===== config.mk =====
export PLATFORM = sky130hd
export DESIGN_NAME = dma_ch_arbiter_flat
export DESIGN_NICKNAME = d
export VERILOG_FILES = /design/src/rtl/dma_ch_arbiter_if.sv /design/src/rtl/dma_ch_arbiter.sv /design/src/flat_wrapper.sv
export SDC_FILE = /design/constraint.sdc
export NUM_CORES = 1
export LEC_CHECK = 0
export ABC_AREA = 1
export BUFFER_PORTS_ARGS = -buffer_cell sky130_fd_sc_hd__clkbuf_2
export CAP_MARGIN = 20
export CORE_AREA = 2 2 39 41
export DETAILED_ROUTE_END_ITERATION = 7
export DIE_AREA = 0 0 41 43
export PLACE_DENSITY_LB_ADDON = 0.1
export SLEW_MARGIN = 40
export SYNTH_ARGS = -nofsm -noshare
export SYNTH_HDL_FRONTEND = slang
export SYNTH_SLANG_ARGS = --single-unit

===== constraint.sdc =====
create_clock -name clk_i -period 2.1 [get_ports clk_i]
set_input_delay 0 -clock clk_i [delete_from_list [all_inputs] [get_ports clk_i]]
set_output_delay 0 -clock clk_i [all_outputs]
set_load 0.1 [all_outputs]

===== src/rtl/dma_ch_arbiter_if.sv =====
// Handshake bundle between the DMA channels and the round-robin channel arbiter.
// The arbiter uses the slave modport; the channel side uses the master modport.
interface dma_ch_arbiter_if;
    logic [3:0] req_i;
    logic       beat_i;
    logic       last_i;
    logic       gnt_en_o;
    logic [1:0] gnt_idx_o;
    logic       busy_o;
    logic       done_o;

    modport slave (
        input  req_i,
        input  beat_i,
        input  last_i,
        output gnt_en_o,
        output gnt_idx_o,
        output busy_o,
        output done_o
    );

    modport master (
        output req_i,
        output beat_i,
        output last_i,
        input  gnt_en_o,
        input  gnt_idx_o,
        input  busy_o,
        input  done_o
    );
endinterface


===== src/rtl/dma_ch_arbiter.sv =====
// Four-channel round-robin DMA arbiter with a forced one-cycle gap between grants.
// Define DMA_ARB_BURST_LIMIT_EN to release a grant after BURST_MAX accepted beats.
module dma_ch_arbiter #(
    parameter int BURST_MAX = 16
) (
    input  logic             clk_i,
    input  logic             rst_ni,
    dma_ch_arbiter_if.slave  bus
);

    localparam int CNT_W = (BURST_MAX > 2) ? $clog2(BURST_MAX) : 1;

    typedef enum logic {
        IDLE = 1'b0,
        BUSY = 1'b1
    } state_t;

    state_t             state_q, state_d;
    logic [1:0]         ptr_q, ptr_d;
    logic [1:0]         idx_q, idx_d;
    logic [CNT_W-1:0]   cnt_q, cnt_d;
    logic               done_q, done_d;

    logic [1:0]         winner;
    logic [1:0]         cand;
    logic               at_limit;
    logic               release_now;

    assign at_limit = (cnt_q == CNT_W'(BURST_MAX - 1));

    always_ff @(posedge clk_i or negedge rst_ni) begin
        if (!rst_ni) begin
            state_q <= IDLE;
            ptr_q   <= 2'd0;
            idx_q   <= 2'd0;
            cnt_q   <= '0;
            done_q  <= 1'b0;
        end else begin
            state_q <= state_d;
            ptr_q   <= ptr_d;
            idx_q   <= idx_d;
            cnt_q   <= cnt_d;
            done_q  <= done_d;
        end
    end

    always_comb begin
        state_d     = state_q;
        ptr_d       = ptr_q;
        idx_d       = idx_q;
        cnt_d       = cnt_q;
        done_d      = 1'b0;
        winner      = ptr_q;
        cand        = 2'd0;
        release_now = 1'b0;

        // Scan from the farthest offset back to ptr so the nearest requester wins.
        for (int i = 3; i >= 0; i--) begin
            cand = ptr_q + 2'(i);
            if (bus.req_i[cand]) begin
                winner = cand;
            end
        end

        case (state_q)
            IDLE: begin
                if (bus.req_i != 4'd0) begin
                    state_d = BUSY;
                    idx_d   = winner;
                    cnt_d   = '0;
                end
            end
            BUSY: begin
                if (!bus.req_i[idx_q]) begin
                    release_now = 1'b1;
                end else if (bus.beat_i && bus.last_i) begin
                    release_now = 1'b1;
`ifdef DMA_ARB_BURST_LIMIT_EN
                end else if (bus.beat_i && at_limit) begin
                    release_now = 1'b1;
`endif
                end

                if (release_now) begin
                    state_d = IDLE;
                    ptr_d   = idx_q + 2'd1;
                    done_d  = 1'b1;
                end else if (bus.beat_i && !at_limit) begin
                    // Saturating, so long unlimited transfers never wrap the count.
                    cnt_d = cnt_q + CNT_W'(1);
                end
            end
            default: begin
                state_d = IDLE;
            end
        endcase
    end

    assign bus.gnt_en_o  = (state_q == BUSY);
    assign bus.busy_o    = (state_q == BUSY);
    assign bus.gnt_idx_o = idx_q;
    assign bus.done_o    = done_q;

endmodule


===== src/flat_wrapper.sv =====
// flat-port wrapper written by rule: the top's interface ports become plain ports
module dma_ch_arbiter_flat 
#(
    parameter int BURST_MAX = 16
)
  (clk_i, rst_ni, bus_req_i, bus_beat_i, bus_last_i, bus_gnt_en_o, bus_gnt_idx_o, bus_busy_o, bus_done_o);
  dma_ch_arbiter_if bus_i ();
  input  logic clk_i;
  input  logic rst_ni;
  input wire logic [$bits(bus_i.req_i)-1:0] bus_req_i;
  input wire logic [$bits(bus_i.beat_i)-1:0] bus_beat_i;
  input wire logic [$bits(bus_i.last_i)-1:0] bus_last_i;
  output wire logic [$bits(bus_i.gnt_en_o)-1:0] bus_gnt_en_o;
  output wire logic [$bits(bus_i.gnt_idx_o)-1:0] bus_gnt_idx_o;
  output wire logic [$bits(bus_i.busy_o)-1:0] bus_busy_o;
  output wire logic [$bits(bus_i.done_o)-1:0] bus_done_o;
  assign bus_i.req_i = bus_req_i;
  assign bus_i.beat_i = bus_beat_i;
  assign bus_i.last_i = bus_last_i;
  assign bus_gnt_en_o = bus_i.gnt_en_o;
  assign bus_gnt_idx_o = bus_i.gnt_idx_o;
  assign bus_busy_o = bus_i.busy_o;
  assign bus_done_o = bus_i.done_o;
  dma_ch_arbiter #(.BURST_MAX(BURST_MAX)) u_core (.clk_i(clk_i), .rst_ni(rst_ni), .bus(bus_i));
endmodule

==> impl_metrics.csv <==
group,metric,value,unit
final_layout,syn_to_final_growth,19.84,%
grt,grt_pass1_vias,431,
logic_synthesis,yosysWarnings,0,
sta,finalSetupViolCount,0,
logic_synthesis,syn_nets,89,
final_layout,multiInputGateArea,259.0,µm²
worst_setup_path,crit_chain,"inv_1, nand2_1, nand2_1, o21ai_0, inv_2, nand3_1, nand2_1, nand2_1, nand2_1",
final_layout,final_common_cell,"nand2_1",
grt,grt_pass1_wl,1676,µm
worst_setup_path,worst-path-buf-inv,2,
sta,max_freq,686.4,MHz
outcome,status,"complete, no violations",
worst_setup_path,ff2ff_path_depth,9,
worst_setup_path,arrival,1.58,ns
worst_setup_path,cp.required,2.23,ns
worst_setup_path,crit_path_end_kind,"flip-flop",
min_path,hold_start,"bus_last_i",
floorplan,ios,13,
placed_design,place_congestion,0.6975,
clock_tree,clk_latency,0.24,ns
grt,antenna_found_initial,0,
sta,skew,0.001168,ns
worst_setup_path,critPathLaunchType,"flip-flop",
floorplan,die_y,43,µm
drt,ant_nets,0,
sta,relSlewSlack,0.6418,
final_layout,fin_nets,105,
clock_tree,hold_buffers,1,
clock_tree,ctsHtreeMaxLevel,1,
clock_tree,clock-root-buffer,"clkbuf_4",
clock_tree,post_cts_buffers,0,
clock_tree,numClockSinks,6,
final_layout,final_cell_mix,"nand2_1, clkbuf_2, inv_1, dfrtp_1",
clock_tree,tritoncts,"built",
logic_synthesis,ys_types,16,
sta,rsz0062_at_grt,"no",
floorplan,start_util,0.3418,
sta,fin_crit,1.457,ns
logic_synthesis,syn_area,473.0,µm²
final_layout,seqCellArea,150.1,µm²
min_path,min_path_cells,4,
logic_synthesis,synthTopCellsByArea,"nand2_1, dfrtp_1, inv_1",
logic_synthesis,syn_avg_cell_area,5.839,µm²
final_layout,final_cells,111,
sta,finalHoldViolations,0,
sta,slew_viol_final,0,
drt,wirelength,972,µm
clock_tree,clk_path_buf_depth,2,
placed_design,port_buffers,12,
sta,tns,0,ns
worst_setup_path,cp_common_cell,"nand2_1",
final_layout,fill_cells,154,
floorplan,dieArea,0.001763,mm²
drt,drc,0,
grt,grt_start_max_net_pins,12,
worst_setup_path,r2r-start,"u_core.ptr_q[0]",
logic_synthesis,yosys.area.top_type,"nand2_1",
worst_setup_path,path_depth,9,
min_path,timing.hold.worst.class,"primary input to flip-flop",
logic_synthesis,yosys.area.top_type_share,0.3333,
worst_setup_path,worstSetupStartpoint,"u_core.ptr_q[0]",
grt,grt_usage,0.1468,
drt,drt_iter0_drc,8,
run,max_cap_violations,0,
worst_setup_path,path_delay_family,"flip-flops",
clock_tree,numCtsBuffers,3,
logic_synthesis,syn_inst,81,
clock_tree,cts_resized,0,
final_layout,drive_above_1_share,0.1895,
floorplan,fp.coreArea,0.001384,mm²
sta,min_period_over_period,0.6938,
sta,worst_pin_slew,0.5396,ns
drt,first_pass_iters,3,
logic_synthesis,synth-seq-cells,6,
worst_setup_path,critPathMaxFanout,11,
placed_design,dp_hpwl,827.5,µm
drt,wl_per_cell,8.757,µm
final_layout,n_antenna_cell,0,
worst_setup_path,cp_slowest_stage_delay,0.51,ns
floorplan,rows,14,
clock_tree,clk_pin_slew_worst_paths,0.04,ns
drt,vias_per_cell,4.523,
logic_synthesis,ys_seq_area_frac,0.3175,
placed_design,dp_cells,107,
floorplan,die_w,41,µm
worst_setup_path,crit_type,"flip-flop to flip-flop",
grt,grt_overflow,0,
worst_setup_path,cpMaxStageDelayCell,"dfrtp_1",
drt,vias,502,
==> metrics by stage <==
step	util	setup slack, ns	hold slack [ns]	area (µm²)
floorplan	-	0.3107	-0.2956	473.0
global route	0.4096	0.4502	0.06530	566.8
global placement	0.3861	0.6410	-0.1638	534.3
finish	0.4096	0.6430	0.04976	566.8
CTS	0.4096	0.6402	0.04244	566.8
detailed placement	0.3861	0.6599	-0.1632	534.3
==> registers in the layout, indices dropped and copies added, names as in the netlist <==
signal,cells
u_core.bus.busy_o,1
u_core.bus.done_o,1
u_core.bus.gnt_idx_o,2
u_core.ptr_q,2
==> logic make-up (layout without fill, tap and decap cells) <==
kind of cell / count (synthesis) / count (layout) / share of synthesized area
and+or+nand+nor: 49 / 49 / 0.4048
buffers and inverters: 14 / 28 / 0.1349
AOI/OAI and AO/OA: 11 / 11 / 0.1243
DFF: 6 / 6 / 0.3175
xor gates and xnor gates: 1 / 1 / 0.01852
==> final timing paths <==
check / to / slack, ns
worst max-delay path: u_core.bus.gnt_idx_o[0] / 0.64
worst min register to register: u_core.bus.busy_o / 0.59
worst max register to register: u_core.bus.gnt_idx_o[0] / 0.64
worst min-delay path: u_core.bus.busy_o / 0.05
max in group asynchronous: u_core.bus.gnt_idx_o[0] / 1.82
min in group asynchronous: u_core.ptr_q[1] / 0.12
==> cell type report <==
type,count,share of cell area
Tap cell,16,0.03532
Sequential cell,6,0.2649
Inverter,12,0.07947
Timing Repair Buffer,13,0.1236
Multi-Input combinational cell,61,0.4570
Clock buffer,3,0.03974
==> worst register-to-register path, cell delays in order, from the launching register on <==
cell and delay [ns]:
dfrtp_1 0.51, inv_1 0.16, nand2_1 0.12, nand2_1 0.08, o21ai_0 0.19, inv_2 0.05, nand3_1 0.08, nand2_1 0.06
nand2_1 0.05, nand2_1 0.05
==> cells in the mapped netlist <==
library cell and n:
inv_1 7, buf_6 1, clkinv_1 2, nand2_1 42, inv_2 3, o21ai_1 4, xnor2_1 1, dfrtp_1 6
nor2_1 2, buf_4 1, a31oi_1 1, nand4_1 1, nand3_1 4, o21ai_0 4, a21oi_1 1, o211ai_1 1
==> routing by layer <==
layer	vias to the layer above	wire [µm]	share of wire	GRT usage
met2	13	422	0.43	0.1938
met3	4	37	0.038	0.03141
met1	200	490	0.50	0.1947
met5	-	0	0	0
li1	285	-	-	-
met4	0	22	0.023	0.1200
Power is left out: the tool's default activity adds up to more than one toggle a clock period on the data nets, which glitch-free logic cannot reach.
